## src/rtl/ctrl_pkg.sv

```systemverilog
// Shared definitions for the control pipeline: bundle bit positions,
// the bubble mask and the issue FSM states.
package ctrl_pkg;

    localparam int BUNDLE_W = 26;
    localparam int DEST_W   = 5;

    localparam int NOP_STALL_BIT = 25;
    localparam int PC_ENABLE_BIT = 24;
    localparam int DMEM_WE_BIT   = 3;
    localparam int DMEM_RE_BIT   = 2;
    localparam int RF_WE_BIT     = 0;

    // Bits that must be cleared so a bubble has no architectural effect.
    localparam logic [BUNDLE_W-1:0] BUBBLE_MASK =
        (BUNDLE_W'(1) << NOP_STALL_BIT) |
        (BUNDLE_W'(1) << DMEM_WE_BIT)   |
        (BUNDLE_W'(1) << DMEM_RE_BIT)   |
        (BUNDLE_W'(1) << RF_WE_BIT);

    typedef enum logic {
        RUN   = 1'b0,
        FLUSH = 1'b1
    } state_t;

endpackage

```

## src/rtl/ctrl_stage_reg.sv

```systemverilog
// One pipeline stage register: bundle, destination and valid move together.
// hold=1 freezes the stage; reset is asynchronous active-low.
module ctrl_stage_reg
    import ctrl_pkg::*;
(
    input  logic                clk,
    input  logic                reset,
    input  logic                hold,
    input  logic [BUNDLE_W-1:0] bundle_d,
    input  logic [DEST_W-1:0]   dest_d,
    input  logic                valid_d,
    output logic [BUNDLE_W-1:0] bundle_q,
    output logic [DEST_W-1:0]   dest_q,
    output logic                valid_q
);

    // Capture the upstream slot unless the pipe is frozen.
    always_ff @(posedge clk or negedge reset) begin
        if (!reset) begin
            bundle_q <= '0;
            dest_q   <= '0;
            valid_q  <= 1'b0;
        end else if (!hold) begin
            bundle_q <= bundle_d;
            dest_q   <= dest_d;
            valid_q  <= valid_d;
        end
    end

endmodule

```

## src/rtl/ctrl_pipe.sv

```systemverilog
// EX/MEM/WB control pipeline with flush kill window and memory freeze.
// Optional counters (retired_out, bubble_out) under CTRL_PIPE_PERF_EN.
module ctrl_pipe
    import ctrl_pkg::*;
(
    input  logic                clk,
    input  logic                reset,
    input  logic [BUNDLE_W-1:0] bundle_in,
    input  logic [DEST_W-1:0]   dest_in,
    input  logic                flush_in,
    input  logic                mem_busy_in,
    output logic [BUNDLE_W-1:0] ex_bundle_out,
    output logic [BUNDLE_W-1:0] mem_bundle_out,
    output logic [BUNDLE_W-1:0] wb_bundle_out,
    output logic [DEST_W-1:0]   ex_dest_out,
    output logic [DEST_W-1:0]   mem_dest_out,
    output logic [DEST_W-1:0]   wb_dest_out,
    output logic                ex_valid_out,
    output logic                mem_valid_out,
    output logic                wb_valid_out,
    output logic                pc_enable_out
`ifdef CTRL_PIPE_PERF_EN
    ,
    output logic [31:0]         retired_out,
    output logic [15:0]         bubble_out
`endif
);

    state_t              state_q;
    state_t              state_d;
    logic                advance;
    logic                kill;
    logic [BUNDLE_W-1:0] issue_bundle;
    logic [DEST_W-1:0]   issue_dest;
    logic                issue_valid;

    assign advance = !mem_busy_in;

    assign pc_enable_out = bundle_in[PC_ENABLE_BIT]
                         & !mem_busy_in
                         & !bundle_in[NOP_STALL_BIT];

    // A flush request, a decoder stall and the trailing FLUSH slot all
    // collapse into one bubble for this issue slot.
    always_comb begin
        kill = flush_in
             | bundle_in[NOP_STALL_BIT]
             | (state_q == FLUSH);
        issue_bundle = bundle_in;
        issue_dest   = dest_in;
        issue_valid  = 1'b1;
        if (kill) begin
            issue_bundle = bundle_in & ~BUBBLE_MASK;
            issue_dest   = '0;
            issue_valid  = 1'b0;
        end
    end

    // Next FSM state; FLUSH lasts while flush_in keeps arriving.
    always_comb begin
        state_d = state_q;
        unique case (state_q)
            RUN:     if (flush_in)  state_d = FLUSH;
            FLUSH:   if (!flush_in) state_d = RUN;
            default: state_d = RUN;
        endcase
    end

    // FSM register, frozen with the rest of the pipe.
    always_ff @(posedge clk or negedge reset) begin
        if (!reset) begin
            state_q <= RUN;
        end else if (advance) begin
            state_q <= state_d;
        end
    end

    ctrl_stage_reg u_ex (
        .clk      (clk),
        .reset    (reset),
        .hold     (mem_busy_in),
        .bundle_d (issue_bundle),
        .dest_d   (issue_dest),
        .valid_d  (issue_valid),
        .bundle_q (ex_bundle_out),
        .dest_q   (ex_dest_out),
        .valid_q  (ex_valid_out)
    );

    ctrl_stage_reg u_mem (
        .clk      (clk),
        .reset    (reset),
        .hold     (mem_busy_in),
        .bundle_d (ex_bundle_out),
        .dest_d   (ex_dest_out),
        .valid_d  (ex_valid_out),
        .bundle_q (mem_bundle_out),
        .dest_q   (mem_dest_out),
        .valid_q  (mem_valid_out)
    );

    ctrl_stage_reg u_wb (
        .clk      (clk),
        .reset    (reset),
        .hold     (mem_busy_in),
        .bundle_d (mem_bundle_out),
        .dest_d   (mem_dest_out),
        .valid_d  (mem_valid_out),
        .bundle_q (wb_bundle_out),
        .dest_q   (wb_dest_out),
        .valid_q  (wb_valid_out)
    );

`ifdef CTRL_PIPE_PERF_EN
    logic [31:0] retired_q;
    logic [15:0] bubble_q;

    // Retire on leaving WB; bubble count saturates instead of wrapping.
    always_ff @(posedge clk or negedge reset) begin
        if (!reset) begin
            retired_q <= '0;
            bubble_q  <= '0;
        end else if (advance) begin
            if (wb_valid_out) begin
                retired_q <= retired_q + 32'd1;
            end
            if (kill && bubble_q != 16'hFFFF) begin
                bubble_q <= bubble_q + 16'd1;
            end
        end
    end

    assign retired_out = retired_q;
    assign bubble_out  = bubble_q;
`endif

endmodule

```

## config.mk

```make
export PLATFORM = sky130hd
export DESIGN_NAME = ctrl_pipe
export DESIGN_NICKNAME = d
export VERILOG_FILES = /design/src/rtl/ctrl_pkg.sv /design/src/rtl/ctrl_stage_reg.sv /design/src/rtl/ctrl_pipe.sv
export SDC_FILE = /design/constraint.sdc
export NUM_CORES = 1
export LEC_CHECK = 0
export BUFFER_PORTS_ARGS = -buffer_cell sky130_fd_sc_hd__buf_2
export CORE_ASPECT_RATIO = 1.2
export CORE_MARGIN = 2
export CORE_UTILIZATION = 45
export CTS_BUF_LIST = sky130_fd_sc_hd__clkbuf_2
export CTS_CLUSTER_SIZE = 10
export DETAILED_ROUTE_END_ITERATION = 6
export PLACE_DENSITY = 0.72
export SLEW_MARGIN = 20
export SYNTH_ARGS = -nofsm -noshare
export SYNTH_HDL_FRONTEND = slang
export SYNTH_HIERARCHICAL = 1
export SYNTH_SLANG_ARGS = --single-unit
```

## constraint.sdc

```tcl
create_clock -name clk -period 1.3 [get_ports clk]
set_input_delay 0.065 -clock clk [delete_from_list [all_inputs] [get_ports clk]]
set_output_delay 0.065 -clock clk [all_outputs]
set_load 0.02 [all_outputs]
```

[Word-level counts from Yosys, hierarchy flattened]
Index checks and enable logic that the tools add are counted.
Storage, ports and cells
  register bits: 97
  input bits: 35
  output and inout port bits: 97
Operators by class
  mux-type cells: 4
  bitwise logic cells: 4
  reductions and logical operators: 2
Operator list (number)
  26-bit 2-to-1 mux: 1
  5-bit 2-to-1 mux: 1
  1-bit AND: 2
  1-bit zero test: 2
  1-bit 2-to-1 mux: 2
  1-bit OR: 2

[Depth between registers and ports, before layout]
Gate-level depths: netlist of run 1.
  depth after elaboration: 3
  depth in mapped cells: 3
  depth with buffers taken out: 2

[Cells and area by module]
The synthesis of run 1 kept the hierarchy.
By module, submodules not included
  ctrl_stage_reg: times used 3, cells an instance 68, area an instance 1345.0 um^2, seq. area each 800.8 um^2
  ctrl_pipe: times used 1, cells an instance 16, area an instance 206.4 um^2, seq. area each 25.0 um^2

[Worst setup path after synthesis of run 1]
No wires, ideal clock.
  kind: flip-flop to flip-flop
  start point: register state_q
  end point: register u_ex.bundle_q[0]
  setup time: 64 ps
  data arrival time: 845 ps
  required time: 1236 ps
  slack: 391 ps
  stages on the path, launching flop included: 4
  buffers on the path: 1
  cell sequence: dfrtp_1 -> buf_6 -> nor4b_2 -> mux2_4
On the way
  longest elaborated chain between the ends: 2
Ends and longest elaborated chain
  start, declared: RTL line ctrl_pipe.sv:29  | state_t state_q;
  start signal, assigned: RTL line ctrl_pipe.sv:74  | state_q <= state_d;
  1-bit OR: RTL line ctrl_pipe.sv:48  | | (state_q == FLUSH);
  26-bit 2-to-1 mux: RTL line ctrl_pipe.sv:52  | if (kill) begin
  named net issue_bundle[0]: RTL line ctrl_pipe.sv:33  | logic [BUNDLE_W-1:0] issue_bundle;
  end signal, assigned: RTL line ctrl_stage_reg.sv:24  | bundle_q <= bundle_d;
  end, declared: RTL line ctrl_stage_reg.sv:12  | output logic [BUNDLE_W-1:0] bundle_q,
The timed path passes the listed nets, and every way through them passes these cells.
A chain may end at the register's enable or synchronous reset.

[Worst setup path in the final report of run 1]
  start point: input port mem_busy_in
  end point: register u_wb.valid_q
RTL lines
  start, declared: RTL line ctrl_pipe.sv:11  | input logic mem_busy_in,
  end signal, assigned: RTL line ctrl_stage_reg.sv:26  | valid_q <= valid_d;
  end, declared: RTL line ctrl_stage_reg.sv:14  | output logic valid_q
No word-level cell between the ends.

==> summary.md, run 1 <==
| Metric | Value |
|---|---|
| Tightest Pin Transition | 0.875 ns |
| Area Growth Syn to Fin | 49.1% |
| Yosys top cell area share | 0.572 |
| DRT iter0 DRCs | 60 |
| Syn Nets | 255 |
| IO Port Bufs | 131 |
| Crit path max fanout | 15 |
| Crit Path Class | in2reg |
| Commonest cells after routing, fill and taps aside | 97 x dfrtp_1, 90 x mux2_4, 74 x buf_4 |
| Routed WL per cell | 16.3 microns |
| FMAX | 800 MHz |
| Placed cell count | 466 |
| WL final | 9550 microns |
| Final HPWL DP | 5420 microns |
| Crit path from | mem_busy_in |
| Leakage | 0.00328 uW |
| Fillers | 598 |
| Endpoint type of the worst setup path | register |
| Reg2Reg Depth | 2 |
| Setup_tns | 0 ns |
| Clock sinks | 97 |
| Global-route wire length before repair | 13200 microns |
| Vias in the first global route | 2574 |
| Sequential element share of the synthesized area | 0.572 |
| Status | complete, no violations |
| GRT overflow | 0 |
| Syn. warnings | 6 |
| Synth area leader | dfrtp_1 |
| Fin cells | 587 |
| PwrDens | 1250 mW/mm^2 |
| IO Count | 132 |
| Rows | 38 |
| Vias per inst | 4.63 |
| Crit Reg-Reg Startpoint | state_q |
| H-tree levels | 3 |
| Crit path to | u_wb/valid_q |
| Largest net degree at the start of global routing | 98 |
| CTS buffer count | 9 |
| Largest cells by area after synthesis | dfrtp_1 57%, mux2_4 32%, buf_12 4.2% |
| Mapped Area | 0.00424 sq mm |
| Synth unique cells | 9 |
| Seq cells post-synth | 97 |
| Most common cell after layout, fill and taps aside | dfrtp_1 |
| Clock Path Buffers | 2 |
| Worst hold path type | in2reg |
| Maxcap violations | 0 |
| Final Wtd Congestion | 0.727 |
| Die area | 0.0102 sq mm |
| RSZ-0062 raised after global routing | true |
| Setup violators final | 0 |
| Layout cells sized above 1 | 0.704 |
| WP data required | 1.75 ns |
| Clock root buffer | clkbuf_2 |
| Starting Density | 0.465 |
| Period Utilization, post-route | 0.962 |
| FF+latch area | 0.00243 sq mm |
| Total GRT Usage | 0.169 |
| Final hold viol count | 0 |
| Synth Area per Inst | 19.3 sq um |
| Worst R2R Setup Slack | 0.15 ns |
| Final Slew Violations | 0 |
| Slew headroom | 0.415 |
| Fin util | 0.693 |
| Total power | 7890 uW |
| Min Clock Period, post-route | 1.25 ns |
| Setup Skew | 0.0220 ns |
| CP Launch Type | input pin |
| Latest clock arrival within the worst-skew pair | 0.52 ns |
| Reg2reg end | u_ex/dest_q[0] |
| Final #Nets | 496 |
| Pre-antenna DRT Iters | 5 |
| CTS tree | yes |
| Die W | 92.6 microns |
| Remaining antenna violation count | 0 |
| Area of the multi-input gates | 0.00157 sq mm |
| Post-synthesis cell count | 220 |
| Core ar. | 0.00913 sq mm |
| # DRC | 0 |
| Detailed-route via count | 2719 |
| Die height | 110 microns |
| CTS clk-pin slew, worst paths | 0.24 ns |
| Worst vdd ir | 793 uV |
| CP arrival | 1.70 ns |
| Initial antenna violation count | 1 |
-- state kept, by name (all words and copies together), names as in the netlist --
| register | flops |
|---|---|
| u_mem/dest_q | 5 |
| u_wb/dest_q | 5 |
| u_ex/bundle_q | 26 |
| u_mem/valid_q | 1 |
| u_wb/valid_q | 1 |
| state_q | 1 |
| u_ex/dest_q | 5 |
| u_ex/valid_q | 1 |
| u_mem/bundle_q | 26 |
| u_wb/bundle_q | 26 |
-- area by class of cell --
type,count,area share
multi-input combinational,108,0.248
antenna,1,0.000396
clock inverter,5,0.0127
sequential,97,0.384
timing repair buffer,245,0.323
clock buffer,11,0.00870
tap,120,0.0237
-- cell families after synthesis --
kind of cell / Yosys count / share of synthesized area
multiplexers: 97 / 0.337
flip-flops: 97 / 0.572
buffers and inverters: 15 / 0.0584
AND/OR/NAND/NOR: 10 / 0.0313
other: 1 / 0.000884
-- worst max-delay path, stage by stage --
cell and delay [ns]:
buf_6 0.09, dlygate4sd3_1 1.13, mux2_2 0.41
-- per-stage QoR --
step	hold WS [ns]	setup slack (ns)	area, sq um
after floorplan	-0.231	0.391	4240
after global placement	0.154	0.225	4930
after detailed placement	0.164	0.214	4930
after CTS	0.00377	0.0000818	5470
after global routing	0.0155	-0.0572	6320
final	0.0772	0.0497	6320
-- where the power goes --
group	switching, uW	internal [uW]	total (uW)	leakage, uW
Sequential	308	3390	3700	0.00119
Combinational	1060	1520	2570	0.00201
Clock	972	647	1620	0.0000782
-- layer usage --
| metal | track usage | share of wire | wire length (microns) |
|---|---|---|---|
| met3 | 0.0401 | 0.037 | 354 |
| met5 | 0 | 0 | 0 |
| met2 | 0.289 | 0.53 | 5090 |
| met4 | 0.0672 | 0.023 | 224 |
| met1 | 0.209 | 0.41 | 3890 |
-- synth_stat cells --
cell / instances
buf_12: 9
buf_6: 6
conb_1: 1
dfrtp_1: 97
mux2_2: 7
mux2_4: 90
nor3_1: 1
nor3b_1: 1
nor4b_2: 8
-- what timing repair did --
action	CTS	global route
buffers inserted	4	62
resized for setup	0	122
setup endpoints to repair	4	86
pin swaps	0	0
endpoints found under the hold margin	138	4
hold buffers	37	1
-- worst min-delay path by stage --
stage,startpoint,end,slack [ns],cells past startpoint
final,bundle_in[25],u_ex/valid_q,0.08,3
after global routing,bundle_in[25],u_ex/valid_q,0.02,3
after CTS,bundle_in[25],u_ex/valid_q,0.004,3
after detailed placement,reset,u_ex/bundle_q[18],0.16,2
after global placement,reset,u_mem/bundle_q[20],0.15,2
after floorplan,reset,state_q,-0.23,0
No activity file was read; power rests on OpenSTA's default activity.
==> run 2: changes to the inputs <==
- clock period: 1.3 -> 1.6 ns (I/O delays scaled with it)
==> summary.md, run 2 (synthesis results as in run 1) <==
| Metric | Value |
|---|---|
| CP max stage cell | dlygate4sd3_1 |
| Die height | 110 microns |
| Min Clock Period, post-route | 1.51 ns |
| Clock root buffer | clkbuf_2 |
| Latest clock arrival within the worst-skew pair | 0.54 ns |
| Worst R2R Setup Slack | 0.25 ns |
| CTS buffer count | 9 |
| Period Utilization, post-route | 0.944 |
| FMAX | 662 MHz |
| Initial antenna violation count | 1 |
| Commonest cells after routing, fill and taps aside | 128 x buf_2, 97 x dfrtp_1, 90 x mux2_4 |
| Die area | 0.0102 sq mm |
| Crit path max fanout | 34 |
| CP max stage delay | 0.59 ns |
| H-tree levels | 3 |
| Final Wtd Congestion | 0.755 |
| Fin util | 0.596 |
| Detailed-route via count | 2433 |
| Fillers | 780 |
| Starting Density | 0.465 |
| Setup Skew | 0.0187 ns |
| Crit path cell chain | dlygate4sd3_1 -> buf_12 -> buf_4 -> nor3b_2 -> buf_4 |
| WL final | 8560 microns |
| Endpoint type of the worst setup path | output port |
| Die W | 92.6 microns |
| Remaining antenna violation count | 0 |
| DRT iter0 DRCs | 56 |
| Total GRT Usage | 0.174 |
| IO Count | 132 |
| PwrDens | 1030 mW/mm^2 |
| CTS clk-pin slew, worst paths | 0.22 ns |
| Area Growth Syn to Fin | 28.3% |
| Maxcap violations | 0 |
| Layout cells sized above 1 | 0.653 |
| Leakage | 0.00285 uW |
| Worst vdd ir | 574 uV |
| CP arrival | 1.43 ns |
| Most common cell after layout, fill and taps aside | buf_2 |
| Worst hold path type | in2reg |
| Clock Path Buffers | 2 |
| Post-CTS setup buffer count | 0 |
| Setup_tns | 0 ns |
| Vias per inst | 4.67 |
| Rows | 38 |
| Largest net degree at the start of global routing | 48 |
| Routed WL per cell | 16.4 microns |
| Global-route wire length before repair | 13600 microns |
| Core ar. | 0.00913 sq mm |
| Final hold viol count | 0 |
| Crit path top cell by count | buf_4 |
| WP data required | 1.52 ns |
| CTS tree | yes |
| Final #Nets | 430 |
| Crit Path Class | in2out |
| Final Slew Violations | 0 |
| Vias in the first global route | 2538 |
| RSZ-0062 raised after global routing | false |
| GRT overflow | 0 |
| IO Port Bufs | 131 |
| Top flop regs | u_ex/bundle_q (26), u_mem/bundle_q (26), u_wb/bundle_q (26) |
| Status | complete, no violations |
| # DRC | 0 |
| CP Launch Type | input pin |
| Clock sinks | 97 |
| Setup violators final | 0 |
| Final HPWL DP | 5720 microns |
| Pre-antenna DRT Iters | 4 |
==> run 2: cell count changes in the layout (fill, tap and decap cells not counted), moves of 2 or more <==
| cell | delta |
|---|---|
| buf_12 | +2 |
| buf_2 | +60 |
| buf_4 | -66 |
| buf_6 | -61 |
| clkinv_1 | +3 |
| clkinvlp_4 | -2 |
==> run 2: metal layers <==
layer,share of wire,vias to the layer above,track usage
met4,0.016,0,0.0735
met1,0.42,1227,0.224
met2,0.53,64,0.289
li1,-,1131,-
met3,0.040,11,0.0374
met5,0,-,0
==> run 2: layout make-up <==
type                            instances  area [sq um]  area share
Sequential cell                        97          2430       0.446
Tap cell                              120           150      0.0276
Clock inverter                          5          46.3     0.00850
Clock buffer                           11          55.1      0.0101
Multi-Input combinational cell        108          1570       0.289
Antenna cell                            1          2.50    0.000460
Timing Repair Buffer                  179          1190       0.219
==> run 2: power by group <==
part | leakage [uW] | total, uW | switching, uW | internal [uW]
combinational | 0.00159 | 1520 | 752 | 771
clock | 0.0000684 | 1110 | 751 | 357
sequential | 0.00119 | 2980 | 228 | 2760
==> run 2: stage by stage <==
stage / setup WS [ns] / instance area (sq um) / hold slack, ns / power (uW) / instances
after global placement: 0.462 / 4930 / 0.0446 / 4430 / 466
after CTS: 0.0273 / 5430 / 0.0629 / 5670 / 520
final: 0.0904 / 5440 / 0.114 / 5610 / 521
after global routing: 0.0658 / 5440 / 0.101 / 5900 / 521
after floorplan: 0.691 / 4240 / -0.216 / 3990 / 220
after detailed placement: 0.425 / 4930 / 0.0586 / 4480 / 466
==> run 2: repair_timing <==
action	4_1_cts	5_1_grt
endpoints found under the setup margin	0	1
endpoints found under the hold margin	137	0
gates resized for setup	0	5
hold buffers	38	0
==> run 2: final timing paths <==
| kind | depth (start not counted) | start | end |
|---|---|---|---|
| setup / recovery | 5 | mem_busy_in | pc_enable_out |
| hold / removal | 3 | bundle_in[25] | u_ex/valid_q |
| setup reg to reg | 2 | u_ex/bundle_q[22] | u_ex/bundle_q[22] |
| hold reg to reg | 1 | u_wb/dest_q[2] | u_wb/dest_q[2] |
| max in group asynchronous | 4 | reset | u_mem/bundle_q[1] |
| min in group asynchronous | 4 | reset | u_wb/bundle_q[18] |
==> run 2: critical path: cells and delay by family <==
family        cells  cell delay (ns)
buf+inv           4             1.18
simple gates      1             0.17
